[src/rtl/fetch_stage_if.sv]
// Instruction-cache request/response bus between the fetch stage (master) and the icache (slave).
interface fetch_stage_if;
    logic        iREN;
    logic [31:0] iaddr;
    logic        ihit;
    logic [31:0] iload;

    modport master (output iREN, iaddr, input ihit, iload);
    modport slave  (input iREN, iaddr, output ihit, iload);
endinterface

[src/rtl/fetch_stage.sv]
// Instruction-fetch stage: owns the PC, drives the icache, and feeds {instr, pc+4, valid} to IF/ID.
// Handles EX/MEM redirects (buffered while stalled), hazard stalls, and a permanent halt.
module fetch_stage #(
    parameter logic [31:0] PC_INIT = 32'h0000_0000,
    parameter int          CNT_W   = 32
) (
    input  logic             CLK,
    input  logic             RST,
    fetch_stage_if.master    ic,
    input  logic             stall,
    input  logic             redirect_valid,
    input  logic [31:0]      redirect_pc,
    input  logic             halt,
    output logic [31:0]      instr_out,
    output logic [31:0]      pc_4_out,
    output logic             valid_out,
    output logic             halted,
    output logic [CNT_W-1:0] fetch_count
);
    typedef enum logic {RUN, HALTED} state_t;

    state_t           state, state_nxt;
    logic [31:0]      pc, pc_nxt;
    logic             pend_valid, pend_valid_nxt;
    logic [31:0]      pend_pc, pend_pc_nxt;
    logic [31:0]      instr_nxt, pc_4_nxt;
    logic             valid_nxt;
    logic [CNT_W-1:0] count_nxt;

    logic        advance;
    logic [31:0] redirect_target;
    logic [31:0] pc_plus_4;

    assign advance         = ~stall;
    assign redirect_target = redirect_pc & ~32'h3;
    assign pc_plus_4       = pc + 32'd4;

    assign ic.iaddr = pc;
    assign ic.iREN  = (state == RUN) & ~pend_valid;
    assign halted   = (state == HALTED);

    // NOTE: every next-state variable is defaulted to its current value first, so no
    // path through the case/if tree can leave one unassigned and infer a latch.
    always_comb begin
        state_nxt      = state;
        pc_nxt         = pc;
        pend_valid_nxt = pend_valid;
        pend_pc_nxt    = pend_pc;
        instr_nxt      = instr_out;
        pc_4_nxt       = pc_4_out;
        valid_nxt      = valid_out;
        count_nxt      = fetch_count;

        case (state)
            RUN: begin
                if (halt) begin
                    state_nxt      = HALTED;
                    pend_valid_nxt = 1'b0;
                    pend_pc_nxt    = 32'h0;
                    if (advance) begin
                        instr_nxt = 32'h0;
                        pc_4_nxt  = 32'h0;
                        valid_nxt = 1'b0;
                    end
                end else if (advance) begin
                    // Default to a bubble; only a real hit overrides it below.
                    instr_nxt = 32'h0;
                    pc_4_nxt  = 32'h0;
                    valid_nxt = 1'b0;
                    if (redirect_valid) begin
                        pc_nxt         = redirect_target;
                        pend_valid_nxt = 1'b0;
                    end else if (pend_valid) begin
                        pc_nxt         = pend_pc;
                        pend_valid_nxt = 1'b0;
                    end else if (ic.ihit) begin
                        instr_nxt = ic.iload;
                        pc_4_nxt  = pc_plus_4;
                        valid_nxt = 1'b1;
                        pc_nxt    = pc_plus_4;
                        count_nxt = fetch_count + CNT_W'(1);
                    end
                end else if (redirect_valid) begin
                    // IF/ID is frozen: remember the newest target until the stall lifts.
                    pend_valid_nxt = 1'b1;
                    pend_pc_nxt    = redirect_target;
                end
            end
            HALTED: begin
                if (advance) begin
                    instr_nxt = 32'h0;
                    pc_4_nxt  = 32'h0;
                    valid_nxt = 1'b0;
                end
            end
            default: state_nxt = RUN;
        endcase
    end

    // NOTE: sequential state uses non-blocking assignments so every register samples
    // the pre-edge values regardless of statement order.
    always_ff @(posedge CLK) begin
        if (RST) begin
            state       <= RUN;
            pc          <= PC_INIT;
            pend_valid  <= 1'b0;
            pend_pc     <= 32'h0;
            instr_out   <= 32'h0;
            pc_4_out    <= 32'h0;
            valid_out   <= 1'b0;
            fetch_count <= '0;
        end else begin
            state       <= state_nxt;
            pc          <= pc_nxt;
            pend_valid  <= pend_valid_nxt;
            pend_pc     <= pend_pc_nxt;
            instr_out   <= instr_nxt;
            pc_4_out    <= pc_4_nxt;
            valid_out   <= valid_nxt;
            fetch_count <= count_nxt;
        end
    end
endmodule

[src/flat_wrapper.sv]
// flat-port wrapper written by rule: the top's interface ports become plain ports
module fetch_stage_flat 
#(
    parameter logic [31:0] PC_INIT = 32'h0000_0000,
    parameter int          CNT_W   = 32
)
  (CLK, RST, stall, redirect_valid, redirect_pc, halt, instr_out, pc_4_out, valid_out, halted, fetch_count, ic_iREN, ic_iaddr, ic_ihit, ic_iload);
  fetch_stage_if ic_i ();
  input  logic CLK;
  input  logic RST;
  input  logic stall;
  input  logic redirect_valid;
  input  logic [31:0] redirect_pc;
  input  logic halt;
  output logic [31:0] instr_out;
  output logic [31:0] pc_4_out;
  output logic valid_out;
  output logic halted;
  output logic [CNT_W-1:0] fetch_count;
  output wire logic [$bits(ic_i.iREN)-1:0] ic_iREN;
  output wire logic [$bits(ic_i.iaddr)-1:0] ic_iaddr;
  input wire logic [$bits(ic_i.ihit)-1:0] ic_ihit;
  input wire logic [$bits(ic_i.iload)-1:0] ic_iload;
  assign ic_iREN = ic_i.iREN;
  assign ic_iaddr = ic_i.iaddr;
  assign ic_i.ihit = ic_ihit;
  assign ic_i.iload = ic_iload;
  fetch_stage #(.PC_INIT(PC_INIT), .CNT_W(CNT_W)) u_core (.CLK(CLK), .RST(RST), .ic(ic_i), .stall(stall), .redirect_valid(redirect_valid), .redirect_pc(redirect_pc), .halt(halt), .instr_out(instr_out), .pc_4_out(pc_4_out), .valid_out(valid_out), .halted(halted), .fetch_count(fetch_count));
endmodule
[config.mk]
export PLATFORM = sky130hd
export DESIGN_NAME = fetch_stage_flat
export DESIGN_NICKNAME = d
export VERILOG_FILES = /design/src/rtl/fetch_stage_if.sv /design/src/rtl/fetch_stage.sv /design/src/flat_wrapper.sv
export SDC_FILE = /design/constraint.sdc
export NUM_CORES = 1
export LEC_CHECK = 0
export ABC_AREA = 0
export CORE_MARGIN = 2
export CORE_UTILIZATION = 30
export DETAILED_ROUTE_END_ITERATION = 8
export GPL_ROUTABILITY_DRIVEN = 0
export SLEW_MARGIN = 20
export SYNTH_ARGS = -nofsm -noshare
export SYNTH_HDL_FRONTEND = slang
export SYNTH_SLANG_ARGS = --single-unit
[constraint.sdc]
create_clock -name CLK -period 3.8 [get_ports CLK]
set_input_delay 0.76 -clock CLK [delete_from_list [all_inputs] [get_ports CLK]]
set_output_delay 0.76 -clock CLK [all_outputs]
set_load 0.02 [all_outputs]
==> results.json, run 1 <==
{
  "die_y_microns": 158.2,
  "cp.required_ns": 4.15,
  "ir_drop_mv": 0.2431,
  "rsz0062_at_grt": "false",
  "routed_wl_microns": 22320,
  "wl_met3_microns": 1043,
  "status": "complete, no violations",
  "grt_pass1_wl_microns": 34730,
  "final_hold_viol_count": 0,
  "grt_max_degree": 142,
  "cts_hold_buf": 0,
  "start_kind": "primary input",
  "path_delay_family": "simple AND/OR/NAND/NOR gates",
  "ys_seq_area_frac": 0.4462,
  "cp_max_fo": 13,
  "hpwl_microns": 15650,
  "grt_usage": 0.1778,
  "nNetsFinal": 1093,
  "drc_errors": 0,
  "drive_above_1_share": 0.06196,
  "vias": 6717,
  "cpPeakStageDelay_ns": 0.50,
  "synth-seq-cells": 159,
  "syn_inst": 859,
  "powerDensity_nw_per_um2": 395.4,
  "num-fill-cells": 2368,
  "synth_warnings": 0,
  "period_needed_ns": 2.600,
  "design.core.area_sq_um": 23400,
  "first_pass_iters": 8,
  "endpoint_kind": "flop",
  "crit_arrival_ns": 2.95,
  "rows": 56,
  "cts_resized": 0,
  "syn_area_sq_um": 7134,
  "worstReg2RegEnd": "u_core.ic.iaddr[30]",
  "final.setup.tns_ns": 0,
  "cp_cell_sequence": "clkdlybuf4s50_1, nor3_2, o21ai_1, buf_4, or4_1, o31a_1, a31oi_1",
  "grt_pass1_vias": 6101,
  "clkPwrFrac": 0.461,
  "path_clk_slew_ns": 0.06,
  "port-buffer-count": 196,
  "skew_ns": 0.01572,
  "first_iter_violations": 554,
  "hold_class": "flop to flop",
  "insertion_delay_ns": 0.43,
  "initial_core_util": 0.3049,
  "intPower_uw": 2972,
  "critical-path-slowest-cell": "clkdlybuf4s50_1",
  "critPathCapture": "u_core.ic.iaddr[21]",
  "area_growth_syn_to_layout_pct": 39.64,
  "period_share": 0.6842,
  "slew_violations": 0,
  "worstReg2RegStart": "u_core.ic.iaddr[2]",
  "highest_layer": "met5",
  "post-route-util": 0.4257,
  "fin_area_sq_um": 9962,
  "postSynthAreaPerCell_sq_um": 8.305,
  "cts.sinks": 159,
  "cts_setup_buffers": 0,
  "worst-setup-path-type": "primary input to flop",
  "route.met2.wl_microns": 10250,
  "ff2ff_path_depth": 6,
  "max-slew-margin-rel": 0.2807,
  "synth_enable_flop_cells": 0,
  "netSwitchingPower_uw": 968.0,
  "hp-start": "u_core.pc_4_out[16]",
  "critical_path_buf_inv_count": 2,
  "fmax_mhz": 384.6,
  "pre_cts_ws_ns": 0.7758,
  "sw_frac_of_total": 0.2457,
  "vias_per_cell": 4.961,
  "cts_root_buf": "clkbuf_16",
  "ys_types": 57,
  "pin_count": 201,
  "cts_max_level": 4,
  "postRouteAntennaNets": 0,
  "cts_buffer_depth": 2,
  "p_seq_frac": 0.443,
  "async_flop_share": 0,
  "worst-path-stages": 7,
  "die_area_sq_um": 25030,
  "crit_start": "halt",
  "drt-met1-wl_microns": 10600,
  "die_width_microns": 158.2,
  "combPwrFrac": 0.096,
  "synth_top_flop_cell": "dfxtp_1",
  "cts_tree": "done",
  "wl_per_cell_microns": 16.49,
  "dpl_cell_area_sq_um": 9339,
  "grt_overflow": 0,
  "reg2reg_slack_ns": 1.41,
  "tightest_slew_ns": 1.079,
  "cts_made_buffers": 17,
  "maxCapViolCount": 0,
  "power_uw": 3939,
  "p_leak_uw": 0.003361,
  "timing.final.ws_setup_ns": 1.200,
  "report.final.setup_viol": 0,
  "antenna_found_initial": 2
}
## layer usage
| metal | vias to the layer above | track usage |
|---|---|---|
| met5 | - | 0 |
| met4 | 2 | 0.05491 |
| met1 | 3150 | 0.2484 |
| met3 | 27 | 0.03887 |
| li1 | 3354 | - |
| met2 | 184 | 0.2735 |
## per-stage QoR
step                cells  hold WS [ns]
floorplan             860        0.4615
finish               1354        0.4429
CTS                  1352        0.4477
global route         1353        0.4566
detailed placement   1321        0.4389
global placement     1321        0.4345
## worst min-delay path: cells and delay by family (launching register included)
family	cells	cell delay, ns
compound gates	1	0.05
flops	1	0.31
simple gates	1	0.05
## synthesized netlist by cell type (2+ instances only)
| cell type | instances | share of area |
|---|---|---|
| nand4_1 | 17 | 0.015 |
| nor4_1 | 4 | 0.0035 |
| a221oi_1 | 3 | 0.0037 |
| a21oi_1 | 29 | 0.020 |
| dfxtp_1 | 159 | 0.45 |
| and2_1 | 8 | 0.0070 |
| xor2_1 | 27 | 0.033 |
| a21o_1 | 2 | 0.0021 |
| o32ai_1 | 4 | 0.0049 |
| a211oi_1 | 9 | 0.0095 |
| o21a_1 | 3 | 0.0032 |
| nor2b_1 | 4 | 0.0035 |
| inv_1 | 11 | 0.0058 |
| clkbuf_1 | 50 | 0.026 |
| o21ai_0 | 41 | 0.029 |
| o21ai_1 | 17 | 0.012 |
| a311o_1 | 2 | 0.0028 |
| o31a_1 | 2 | 0.0025 |
| nand3_1 | 21 | 0.015 |
| nor2_1 | 140 | 0.074 |
| o2bb2ai_1 | 2 | 0.0025 |
| or3_1 | 6 | 0.0053 |
| mux2i_1 | 8 | 0.011 |
| nor3_2 | 7 | 0.0098 |
| nand3b_1 | 2 | 0.0021 |
| xnor2_1 | 26 | 0.032 |
| o211ai_1 | 9 | 0.0095 |
| buf_2 | 10 | 0.0070 |
| nand2_1 | 90 | 0.047 |
| and3_1 | 13 | 0.011 |
| a22oi_1 | 72 | 0.076 |
| nor3_1 | 11 | 0.0077 |
| nor4_4 | 2 | 0.0060 |
| ha_1 | 2 | 0.0035 |
| buf_1 | 5 | 0.0026 |
| mux2_2 | 2 | 0.0032 |
| a31oi_1 | 6 | 0.0053 |
| and4_1 | 9 | 0.011 |
| or4_1 | 2 | 0.0021 |
| o22ai_1 | 3 | 0.0026 |
| buf_4 | 3 | 0.0032 |
## worst min path at each step
stage / end / slack (ns) / cells after the start
floorplan: u_core.pend_pc[5] / 0.46 / 2
global placement: u_core.pc_4_out[22] / 0.43 / 2
detailed placement: u_core.pc_4_out[16] / 0.44 / 2
CTS: u_core.pc_4_out[16] / 0.45 / 2
global route: u_core.pc_4_out[17] / 0.46 / 2
finish: u_core.pc_4_out[16] / 0.44 / 2
## cell usage in the layout (no fill, tap or decap), types with 21 or more instances in the layout
cell type	count
clkdlybuf4s50_1	193
dfxtp_1	159
nor2_1	140
nand2_1	90
a22oi_1	72
o21ai_0	41
a21oi_1	29
xor2_1	27
xnor2_1	26
nand3_1	21
## registers in the layout, indices dropped and copies added (netlist names)
name / count
u_core.pend_pc: 30
u_core.halted: 1
u_core.ic.iaddr: 30
u_core.fetch_count: 32
u_core.pc_4_out: 32
u_core.pend_valid: 1
u_core.instr_out: 32
u_core.valid_out: 1
## cells by family after synthesis
logic type | Yosys count | synth area share
xor+xnor | 53 | 0.06507
simple gates | 341 | 0.2275
flops | 159 | 0.4462
buf+inv | 81 | 0.04700
other cells | 1 | 0.0005256
mux | 10 | 0.01438
compound gates | 212 | 0.1959
fa+ha+maj | 2 | 0.003507
## power groups by stage
| stage | Sequential [uW] | Combinational (uW) | Clock (uW) |
|---|---|---|---|
| floorplan | 1790 | 174 | 0 |
| global placement | 1780 | 377 | 0 |
| detailed placement | 1780 | 379 | 0 |
| CTS | 1740 | 380 | 1860 |
| global route | 1750 | 410 | 1940 |
| finish | 1740 | 378 | 1820 |
## final cells by class
class                           instances  area, sq um  area share
Tap cell                              319        399.1     0.04007
Inverter                               12        45.04    0.004521
Antenna cell                            2        5.005   0.0005024
Sequential cell                       159         3183      0.3195
Multi-Input combinational cell        620         3625      0.3639
Clock inverter                         12        185.2     0.01859
Timing Repair Buffer                  211         2087      0.2095
Clock buffer                           19        432.9     0.04346
Note: power is estimated with default switching activity, not from simulation.
==> run 2, diff against run 1 <==
Clock period 3.8 ns to 2.6 ns, I/O delays scaled along.
==> results.json, run 2 (same netlist as run 1, synthesis figures left out) <==
{
  "status": "complete, no violations",
  "post-route-util": 0.4322,
  "grt_max_degree": 46,
  "cts_made_buffers": 17,
  "cp.required_ns": 2.08,
  "cts_setup_buffers": 0,
  "grt_overflow": 0,
  "design.core.area_sq_um": 23400,
  "drc_errors": 0,
  "vias": 6809,
  "die_y_microns": 158.2,
  "period_needed_ns": 2.239,
  "final_hold_viol_count": 0,
  "initial_core_util": 0.3049,
  "first_pass_iters": 5,
  "die_area_sq_um": 25030,
  "fmax_mhz": 446.5,
  "skew_ns": 0.01458,
  "die_width_microns": 158.2,
  "path_clk_slew_ns": 0.07,
  "pin_count": 201,
  "period_share": 0.8613,
  "final.setup.tns_ns": 0,
  "powerDensity_nw_per_um2": 547.4,
  "nNetsFinal": 1120,
  "n_antenna_cell": 0,
  "hpwl_microns": 16310,
  "start_kind": "flop",
  "layout_commonest_cell": "clkdlybuf4s50_1",
  "max-slew-margin-rel": 0.6461,
  "maxCapViolCount": 0,
  "tightest_slew_ns": 0.5308,
  "ir_drop_mv": 0.3567,
  "crit_arrival_ns": 1.72,
  "num-fill-cells": 2404,
  "whs_ns": 0.4426,
  "antenna_found_initial": 1,
  "endpoint_kind": "output pin",
  "cts.sinks": 159,
  "vias_per_cell": 4.938,
  "worst-setup-path-type": "flop to output pin",
  "cts_buffer_depth": 2,
  "rows": 56,
  "wl_per_cell_microns": 16.39,
  "routed_wl_microns": 22600,
  "slew_violations": 0,
  "grt_usage": 0.1785,
  "port-buffer-count": 196,
  "first_iter_violations": 499,
  "reg2reg_slack_ns": 0.38,
  "report.final.setup_viol": 0,
  "grt_pass1_wl_microns": 34570,
  "cp_max_fo": 15,
  "cts_max_level": 4,
  "insertion_delay_ns": 0.43,
  "cts_tree": "done",
  "hold_class": "flop to flop",
  "seqCellArea_sq_um": 3183,
  "cts_hold_buf": 0,
  "rsz0062_at_grt": "false",
  "postRouteAntennaNets": 0,
  "cts_root_buf": "clkbuf_16",
  "grt_pass1_vias": 6142,
  "area_growth_syn_to_layout_pct": 41.76,
  "multiInputGateArea_sq_um": 3625,
  "cts_resized": 0,
  "drive_above_1_share": 0.08679,
  "reg_top3": "u_core.fetch_count: 32 flops, u_core.instr_out: 32 flops, u_core.pc_4_out: 32 flops",
  "layout_common_cells": "193 x clkdlybuf4s50_1, 159 x dfxtp_1, 140 x nor2_1",
  "p_leak_uw": 0.003472
}
## run 2: cell count changes in the layout (fill, tap and decap cells not counted)
cell	previous run	this run
clkinv_4	1	3
clkbuf_1	2	1
buf_12	2	3
bufinv_16	4	1
buf_4	14	40
diode_2	2	0
inv_6	3	5
## run 2: layer usage
layer  part of all wire  vias to the layer above  track usage
met5            0.00058                        -            0
met4              0.020                        2      0.06950
met1               0.47                     3190       0.2451
met2               0.46                      189       0.2762
met3              0.044                       30      0.03422
li1                   -                     3398            -
## run 2: metrics by stage
step,worst slack (ns),std cells,total power [uW],cell area [sq um]
after floorplan,0.5642,860,2875,7138
after global placement,0.1077,1348,3172,9554
after CTS,0.3321,1379,5595,10110
final,0.3605,1379,5536,10110
after global routing,0.2508,1379,5750,10110
after detailed placement,0.09849,1348,3177,9554
## run 2: worst paths after layout
check | cells after the start | start | end
min | 2 | u_core.pc_4_out[22] | u_core.pc_4_out[22]
max reg2reg | 5 | u_core.ic.iaddr[10] | u_core.ic.iaddr[31]
max | 3 | u_core.pend_valid | ic_iREN
min reg2reg | 2 | u_core.pc_4_out[22] | u_core.pc_4_out[22]
## run 2: critical path, cell delays in order (launching register included)
cell and delay (ns):
dfxtp_1 0.35, buf_4 0.21, nor2_1 0.12, clkdlybuf4s50_1 0.61
## run 2: where the power goes
group / total (uW) / internal [uW] / switching, uW
clock: 2410 / 1330 / 1080
sequential: 2540 / 2480 / 61.9
combinational: 580 / 265 / 314
total: 5540 / 4080 / 1460
## run 2: cell type report
| cell class | count | area share |
|---|---|---|
| flip-flops and latches | 159 | 0.3147 |
| clock inverters | 13 | 0.01287 |
| clock buffers | 18 | 0.04243 |
| multi-input cells | 620 | 0.3584 |
| well taps | 319 | 0.03947 |
| inverters | 12 | 0.004454 |
| repair buffers | 238 | 0.2276 |
==> run 3, diff against run 2 <==
Settings changed: CTS_BUF_LIST from default to sky130_fd_sc_hd__clkbuf_16, MAX_ROUTING_LAYER from default to met4, SLEW_MARGIN 20 to default.
==> results.json, run 3 (same netlist as run 1, synthesis figures left out) <==
{
  "status": "complete, no violations",
  "rows": 56,
  "cts_root_buf": "clkbuf_16",
  "dpl_cell_area_sq_um": 9554,
  "report.final.setup_viol": 0,
  "start_kind": "flop",
  "powerDensity_nw_per_um2": 547.0,
  "cts_made_buffers": 17,
  "final_hold_viol_count": 0,
  "die_width_microns": 158.2,
  "grt_overflow": 0,
  "first_pass_iters": 5,
  "grt_max_degree": 46,
  "max-slew-margin-rel": 0.6564,
  "crit_arrival_ns": 1.72,
  "first_iter_violations": 525,
  "grt_pass1_wl_microns": 34530,
  "design.core.area_sq_um": 23400,
  "cts_buffer_depth": 2,
  "cp_max_fo": 15,
  "period_needed_ns": 2.242,
  "period_share": 0.8622,
  "fmax_mhz": 446.1,
  "reg2reg_slack_ns": 0.38,
  "cts.sinks": 159,
  "seqCellArea_sq_um": 3183,
  "slew_violations": 0,
  "cts_max_level": 4,
  "area_growth_syn_to_layout_pct": 41.79,
  "num-fill-cells": 2404,
  "hold_class": "flop to flop",
  "pre_cts_ws_ns": 0.09849,
  "rsz0062_at_grt": "false",
  "reg_top3": "u_core.fetch_count: 32 flops, u_core.instr_out: 32 flops, u_core.pc_4_out: 32 flops",
  "critical-path-slowest-cell": "clkdlybuf4s50_1",
  "cts_hold_buf": 0,
  "power_uw": 5533,
  "die_y_microns": 158.2,
  "vias_per_cell": 4.920,
  "ir_drop_mv": 0.3600,
  "hpwl_microns": 16310,
  "cp_cell_sequence": "buf_4, nor2_1, clkdlybuf4s50_1",
  "postRouteAntennaNets": 0,
  "grt_pass1_vias": 6129,
  "critical_path_buf_inv_count": 2,
  "vias": 6790,
  "path_clk_slew_ns": 0.07,
  "endpoint_kind": "output pin",
  "timing.final.ws_setup_ns": 0.3583,
  "cpPeakStageDelay_ns": 0.61,
  "final.setup.tns_ns": 0,
  "cts_tree": "done",
  "cts_resized": 0,
  "cts_setup_buffers": 0,
  "insertion_delay_ns": 0.44,
  "fin_area_sq_um": 10120,
  "layout_common_cells": "193 x clkdlybuf4s50_1, 159 x dfxtp_1, 140 x nor2_1",
  "skew_ns": 0.01325,
  "grt_usage": 0.1836,
  "antenna_found_initial": 1,
  "tightest_slew_ns": 0.5155,
  "port-buffer-count": 196,
  "multiInputGateArea_sq_um": 3625,
  "cp.required_ns": 2.08,
  "whs_ns": 0.4426,
  "layout_commonest_cell": "clkdlybuf4s50_1",
  "worst-setup-path-type": "flop to output pin",
  "initial_core_util": 0.3049,
  "drive_above_1_share": 0.08679,
  "pin_count": 201,
  "p_leak_uw": 0.003476,
  "wl_per_cell_microns": 16.42,
  "die_area_sq_um": 25030,
  "routed_wl_microns": 22650,
  "path_delay_family": "buffers and inverters",
  "drc_errors": 0,
  "nNetsFinal": 1120,
  "maxCapViolCount": 0
}
run 3: cell count changes in the layout (fill, tap and decap cells not counted), sizes merged:
cell,delta
inv,+1
diode,+1
clkbuf,-1
run 3: area by class of cell:
class / count / share of cell area
multi-input cells: 620 / 0.3583
flip-flops and latches: 159 / 0.3147
repair buffers: 238 / 0.2276
clock buffers: 17 / 0.04205
well taps: 319 / 0.03946
clock inverters: 14 / 0.01323
inverters: 12 / 0.004453
diodes: 1 / 0.0002474
run 3: worst reg2reg max path: cells and delay by family (launching register included):
kind            cells  cell delay, ns
simple gates        3            1.30
flops               1            0.45
mux                 1            0.24
compound gates      1            0.10
run 3: final timing paths:
path	end	cells after the start	from
max	ic_iREN	3	u_core.pend_valid
min	u_core.pc_4_out[22]	2	u_core.pc_4_out[22]
max reg2reg	u_core.ic.iaddr[31]	5	u_core.ic.iaddr[10]
min reg2reg	u_core.pc_4_out[22]	2	u_core.pc_4_out[22]
run 3: stage by stage:
step                        util  instances
after floorplan                -        860
after global routing      0.4323       1380
after global placement    0.4083       1348
after detailed placement  0.4083       1348
final                     0.4323       1380
after CTS                 0.4322       1379
run 3: report_power, final:
part,switching [uW],internal (uW),leakage [uW]
combinational,314,265,0.00193
clock,1080,1330,0.000265
sequential,62.0,2480,0.00129
run 3: layer usage:
layer / wire length [microns] / vias up / GRT usage / part of all wire
met2: 10380 / 175 / 0.2772 / 0.46
met1: 10810 / 3186 / 0.2458 / 0.48
met4: 479 / 0 / 0.06950 / 0.021
met5: 0 / - / - / 0
li1: - / 3403 / - / -
met3: 980 / 26 / 0.03175 / 0.043
==> edit 1 (flow settings as in run 2) <==
`CNT_W` is set to 32 in 2 places; all go to 40.
--- a/src/rtl/fetch_stage.sv
+++ b/src/rtl/fetch_stage.sv
@@ -3,5 +3,5 @@
 module fetch_stage #(
     parameter logic [31:0] PC_INIT = 32'h0000_0000,
-    parameter int          CNT_W   = 32
+    parameter int          CNT_W   = 40
 ) (
     input  logic             CLK,
--- a/src/flat_wrapper.sv
+++ b/src/flat_wrapper.sv
@@ -3,5 +3,5 @@
 #(
     parameter logic [31:0] PC_INIT = 32'h0000_0000,
-    parameter int          CNT_W   = 32
+    parameter int          CNT_W   = 40
 )
   (CLK, RST, stall, redirect_valid, redirect_pc, halt, instr_out, pc_4_out, valid_out, halted, fetch_count, ic_iREN, ic_iaddr, ic_ihit, ic_iload);
Ports: changed (resized fetch_count); port bits go from 201 to 209. The function was not compared with the original's and may differ.
==> edit 1 against run 2 <==
  * Total power is 0.95% higher
  * Final cell count is 7.1% higher
  * Critical path depth is 3 higher
  * Synthesized area is 6.0% higher
  * Wire length is 7.8% higher
  * First-iteration DRC count is 11% higher
  * Utilization is 0.20 points lower
  * Final area is 6.2% higher
  * Setup slack worse by 0.19 ns
  * Sequential cell count is 8 higher
  * Critical path type is now reg2reg
  * Largest power group unchanged
  * Highest routed layer unchanged
==> edit 1: results (changes against run 2) <==
[logic_synthesis]
synth_fa_ha_area_share_pct = 0.331  ; -0.020 points
synth_seq_area_share_pct = 44.2  ; -0.39 points
synth.top_cells.by_count = dfxtp_1 (167), nor2_1 (141), nand2_1 (85), a22oi_1 (73), clkbuf_1 (55)
synthXorXnorAreaFrac_pct = 6.37  ; -0.13 points
synth_compound_area_share_pct = 19.4  ; -0.16 points
yosysUniqueCellTypes = 62  ; +8.8%
yosysTopAreaCellShare_pct = 44.2  ; -0.39 points
postSynthAreaPerCell_um2 = 8.19  ; -1.4%
synthMuxAreaShare_pct = 1.11  ; -0.33 points

[sta]
skew_ns = 0.0152  ; +0.000610 ns

[outcome]
outcome = completed

[final_layout]
fill_cells = 2534  ; +5.4%
drive_above_1_share_pct = 9.42  ; +0.74 points
reg_top3 = u_core.fetch_count: 40 flops, u_core.instr_out: 32 flops, u_core.pc_4_out: 32 flops
layout.nets = 1205  ; +7.6%

[critical_path]
cpMaxStageDelayCell = a2111oi_0
slowest_delay_ns = 0.54  ; -0.07 ns
reg2regPathDepth = 6  ; +1
cp_max_fo = 5  ; -10
cp.arrival_ns = 2.81  ; +1.09 ns

[global_route]
grt_antenna_before_repair = 2  ; +1
grt_pass1_wl_um = 37900  ; +9.7%
grt_pass1_vias = 6936  ; +13%
grt_max_degree = 48  ; +4.3%
grtUsageTotal_pct = 18.1  ; +0.28 points

[hold_path]
hold_path_class = in2reg

[drt]
finalWirelength_um = 24400  ; +7.8%
drt_iter0_drc = 552  ; +11%
vias = 7501  ; +10%

[place]
dp_slack_ns = 0.103  ; +0.00492 ns

[power]
p_leak_nw = 3.64  ; +4.8%

edit 1: critical path: cells and delay by family, from the launching register on:
kind                     cells  cell delay (ns)
AND/OR/NAND/NOR              3             1.02
AO/OA/AOI/OAI                2             0.71
flip-flops                   1             0.39
adder cells (fa/ha/maj)      1             0.27
edit 1: final cells by class:
class                      count  area, µm²  area share, %
antenna                        1       2.50         0.0233
clock buffer                  21        470           4.38
clock inverter                11       90.1          0.839
inverter                      17       63.8          0.594
multi-input combinational    668       3880           36.1
sequential                   167       3340           31.1
tap                          330        413           3.84
timing repair buffer         262       2480           23.1
edit 1: routing by layer:
layer	vias to the layer above	share of wire (%)	global-route usage, %
met5	-	0.053	0
met4	2	2.2	6.07
met3	37	7.1	5.09
met2	246	44	27.4
met1	3500	47	24.9
li1	3716	-	-
edit 1: where the power goes:
part | switching, mW | internal, mW | total, mW
Sequential | 0.0395 | 2.60 | 2.64
Combinational | 0.303 | 0.245 | 0.548
Clock | 1.09 | 1.32 | 2.40
edit 1: worst paths after layout:
| path | to | from | slack (ns) |
|---|---|---|---|
| setup / recovery | u_core.ic.iaddr[20]$_SDFFE_PP0P_ | u_core.ic.iaddr[3]$_SDFFE_PP0P_ | 0.17 |
| hold / removal | u_core.pc_4_out[11]$_SDFFE_PP0P_ | RST | 0.43 |
| setup reg to reg | u_core.ic.iaddr[20]$_SDFFE_PP0P_ | u_core.ic.iaddr[3]$_SDFFE_PP0P_ | 0.17 |
| hold reg to reg | u_core.pc_4_out[19]$_SDFFE_PP0P_ | u_core.pc_4_out[19]$_SDFFE_PP0P_ | 0.44 |
==> edit 2 (config.mk and constraints of run 2) <==
Without the edit above. Take the reset off `instr_out` and load it in a clocked block of its own.
--- a/src/rtl/fetch_stage.sv
+++ b/src/rtl/fetch_stage.sv
@@ -106,5 +106,4 @@
             pend_valid  <= 1'b0;
             pend_pc     <= 32'h0;
-            instr_out   <= 32'h0;
             pc_4_out    <= 32'h0;
             valid_out   <= 1'b0;
@@ -115,5 +114,4 @@
             pend_valid  <= pend_valid_nxt;
             pend_pc     <= pend_pc_nxt;
-            instr_out   <= instr_nxt;
             pc_4_out    <= pc_4_nxt;
             valid_out   <= valid_nxt;
@@ -121,4 +119,8 @@
         end
     end
+
+    always_ff @(posedge CLK) begin
+        instr_out <= instr_nxt;
+    end
 endmodule
 
Check against the original RTL: not equivalent (Yosys sat finds a counterexample within 4 cycles, from zero or initial values and one cycle with RST high).
==> edit 2 against run 2 <==
  * Sequential cell count did not move
  * Register-to-register slack improved by 0.08 ns
  * Synthesized area rose by 6.6%
  * Via count rose by 2.8%
  * Critical endpoint is now ic_iaddr[13]
  * Sequential share of layout area rose by 1.5 points
  * Setup slack got worse by 0.0049 ns
  * Total power rose by 5.4%
  * Final area rose by 5.1%
  * Wire length rose by 4.5%
  * Synthesized cell count fell by 2.1%
  * Die area rose by 6.5%
  * Sequential power rose by 5%
==> edit 2: results (changes against run 2) <==
[global_route]
grt_max_degree = 47  ; +2.2%
grt_pass1_vias = 6463  ; +5.2%
grt_antenna_before_repair = 0  ; -1
grtUsageTotal_pct = 17.5  ; -0.39 points
grt_pass1_wl_um = 36600  ; +5.9%

[drt]
vias = 6999  ; +2.8%
drt_iter0_drc = 661  ; +32%
finalWirelength_um = 23600  ; +4.5%

[critical_path]
reg2regPathDepth = 6  ; +1
reg2reg_to = u_core.ic.iaddr[24]$_SDFFE_PP0P_
r2r_start = u_core.ic.iaddr[5]$_SDFFE_PP0P_
cp-endpoint = ic_iaddr[13]
cp_max_fo = 9  ; -6
slowest_delay_ns = 0.74  ; +0.13 ns
ff2ff_setup_slack_ns = 0.46  ; +0.08 ns

[sta]
relSlewSlack_pct = 66.8  ; +2.2 points
skew_ns = 0.00977  ; -0.00482 ns
setup_slack_ns = 0.356  ; -0.00488 ns

[power]
p_leak_nw = 3.66  ; +5.4%
ir_drop_mv = 0.296  ; -17%

[logic_synthesis]
synth.top_cells.by_count = dfxtp_1 (127), nor2_1 (100), nand2_1 (68), o21ai_0 (53), a22oi_1 (41)
yosysUniqueCellTypes = 65  ; +14%
ys_top_cells_by_area = dfxtp_1 (33%), edfxtp_1 (13%), nor2_1 (4.9%), xnor2_1 (4.4%), a22oi_1 (4.0%)

[place]
dp_slack_ns = 0.183  ; +0.0841 ns

[final_layout]
area_growth_pct = 39.7
drive_above_1_share_pct = 9.88  ; +1.2 points
layout.nets = 1101  ; -1.7%

[outcome]
outcome = completed

## edit 2: cell families after synthesis
| group | share of synthesized area, % |
|---|---|
| compound gates | 19.7 |
| xor+xnor | 6.22 |
| fa+ha+maj | 0.329 |
| buf+inv | 4.90 |
| flops | 46.1 |
| mux | 0.921 |
| other cells | 0.0493 |
| simple gates | 21.8 |
## edit 2: final cells by class
cell class / count / area, µm²
Tap cell: 330 / 413
Antenna cell: 1 / 2.50
Timing Repair Buffer: 239 / 2360
Clock inverter: 14 / 139
Fill cell: 2466 / 14400
Sequential cell: 159 / 3500
Multi-Input combinational cell: 601 / 3740
Clock buffer: 18 / 429
Inverter: 11 / 41.3
## edit 2: through the flow
step / area (µm²) / instances / total power [mW] / util [%] / hold slack [ns]
6_report: 10600 / 1373 / 5.84 / 42.5 / 0.445
5_1_grt: 10600 / 1372 / 6.07 / 42.4 / 0.469
3_5_place_dp: 10100 / 1340 / 3.45 / 40.2 / 0.439
3_3_place_gp: 10100 / 1340 / 3.44 / 40.2 / 0.435
4_1_cts: 10600 / 1372 / 5.91 / 42.4 / 0.450
2_1_floorplan: 7610 / 842 / 3.07 / - / 0.456
## edit 2: power groups by stage
stage	Clock (mW)	Sequential, mW	Combinational, mW
after floorplan	0	2.79	0.277
after global placement	0	2.72	0.728
after detailed placement	0	2.72	0.730
after CTS	2.51	2.66	0.733
after global routing	2.61	2.67	0.785
final	2.44	2.66	0.733
## edit 2: worst min path at each step
stage,from,endpoint,slack (ns),depth (start not counted)
6_report,u_core.pc_4_out[29]$_SDFFE_PP0P_,u_core.pc_4_out[29]$_SDFFE_PP0P_,0.44,2
5_1_grt,u_core.pc_4_out[29]$_SDFFE_PP0P_,u_core.pc_4_out[29]$_SDFFE_PP0P_,0.47,2
4_1_cts,u_core.pc_4_out[29]$_SDFFE_PP0P_,u_core.pc_4_out[29]$_SDFFE_PP0P_,0.45,2
3_5_place_dp,u_core.pc_4_out[29]$_SDFFE_PP0P_,u_core.pc_4_out[29]$_SDFFE_PP0P_,0.44,2
3_3_place_gp,u_core.pc_4_out[29]$_SDFFE_PP0P_,u_core.pc_4_out[29]$_SDFFE_PP0P_,0.44,2
2_1_floorplan,u_core.pend_pc[25]$_SDFFE_PP0P_,u_core.pend_pc[25]$_SDFFE_PP0P_,0.46,2
## edit 2: per-layer routing
layer	wire, µm	track usage [%]
met1	11300	24.6
met2	10400	26.3
met3	1430	3.71
met4	533	6.03
met5	0	0
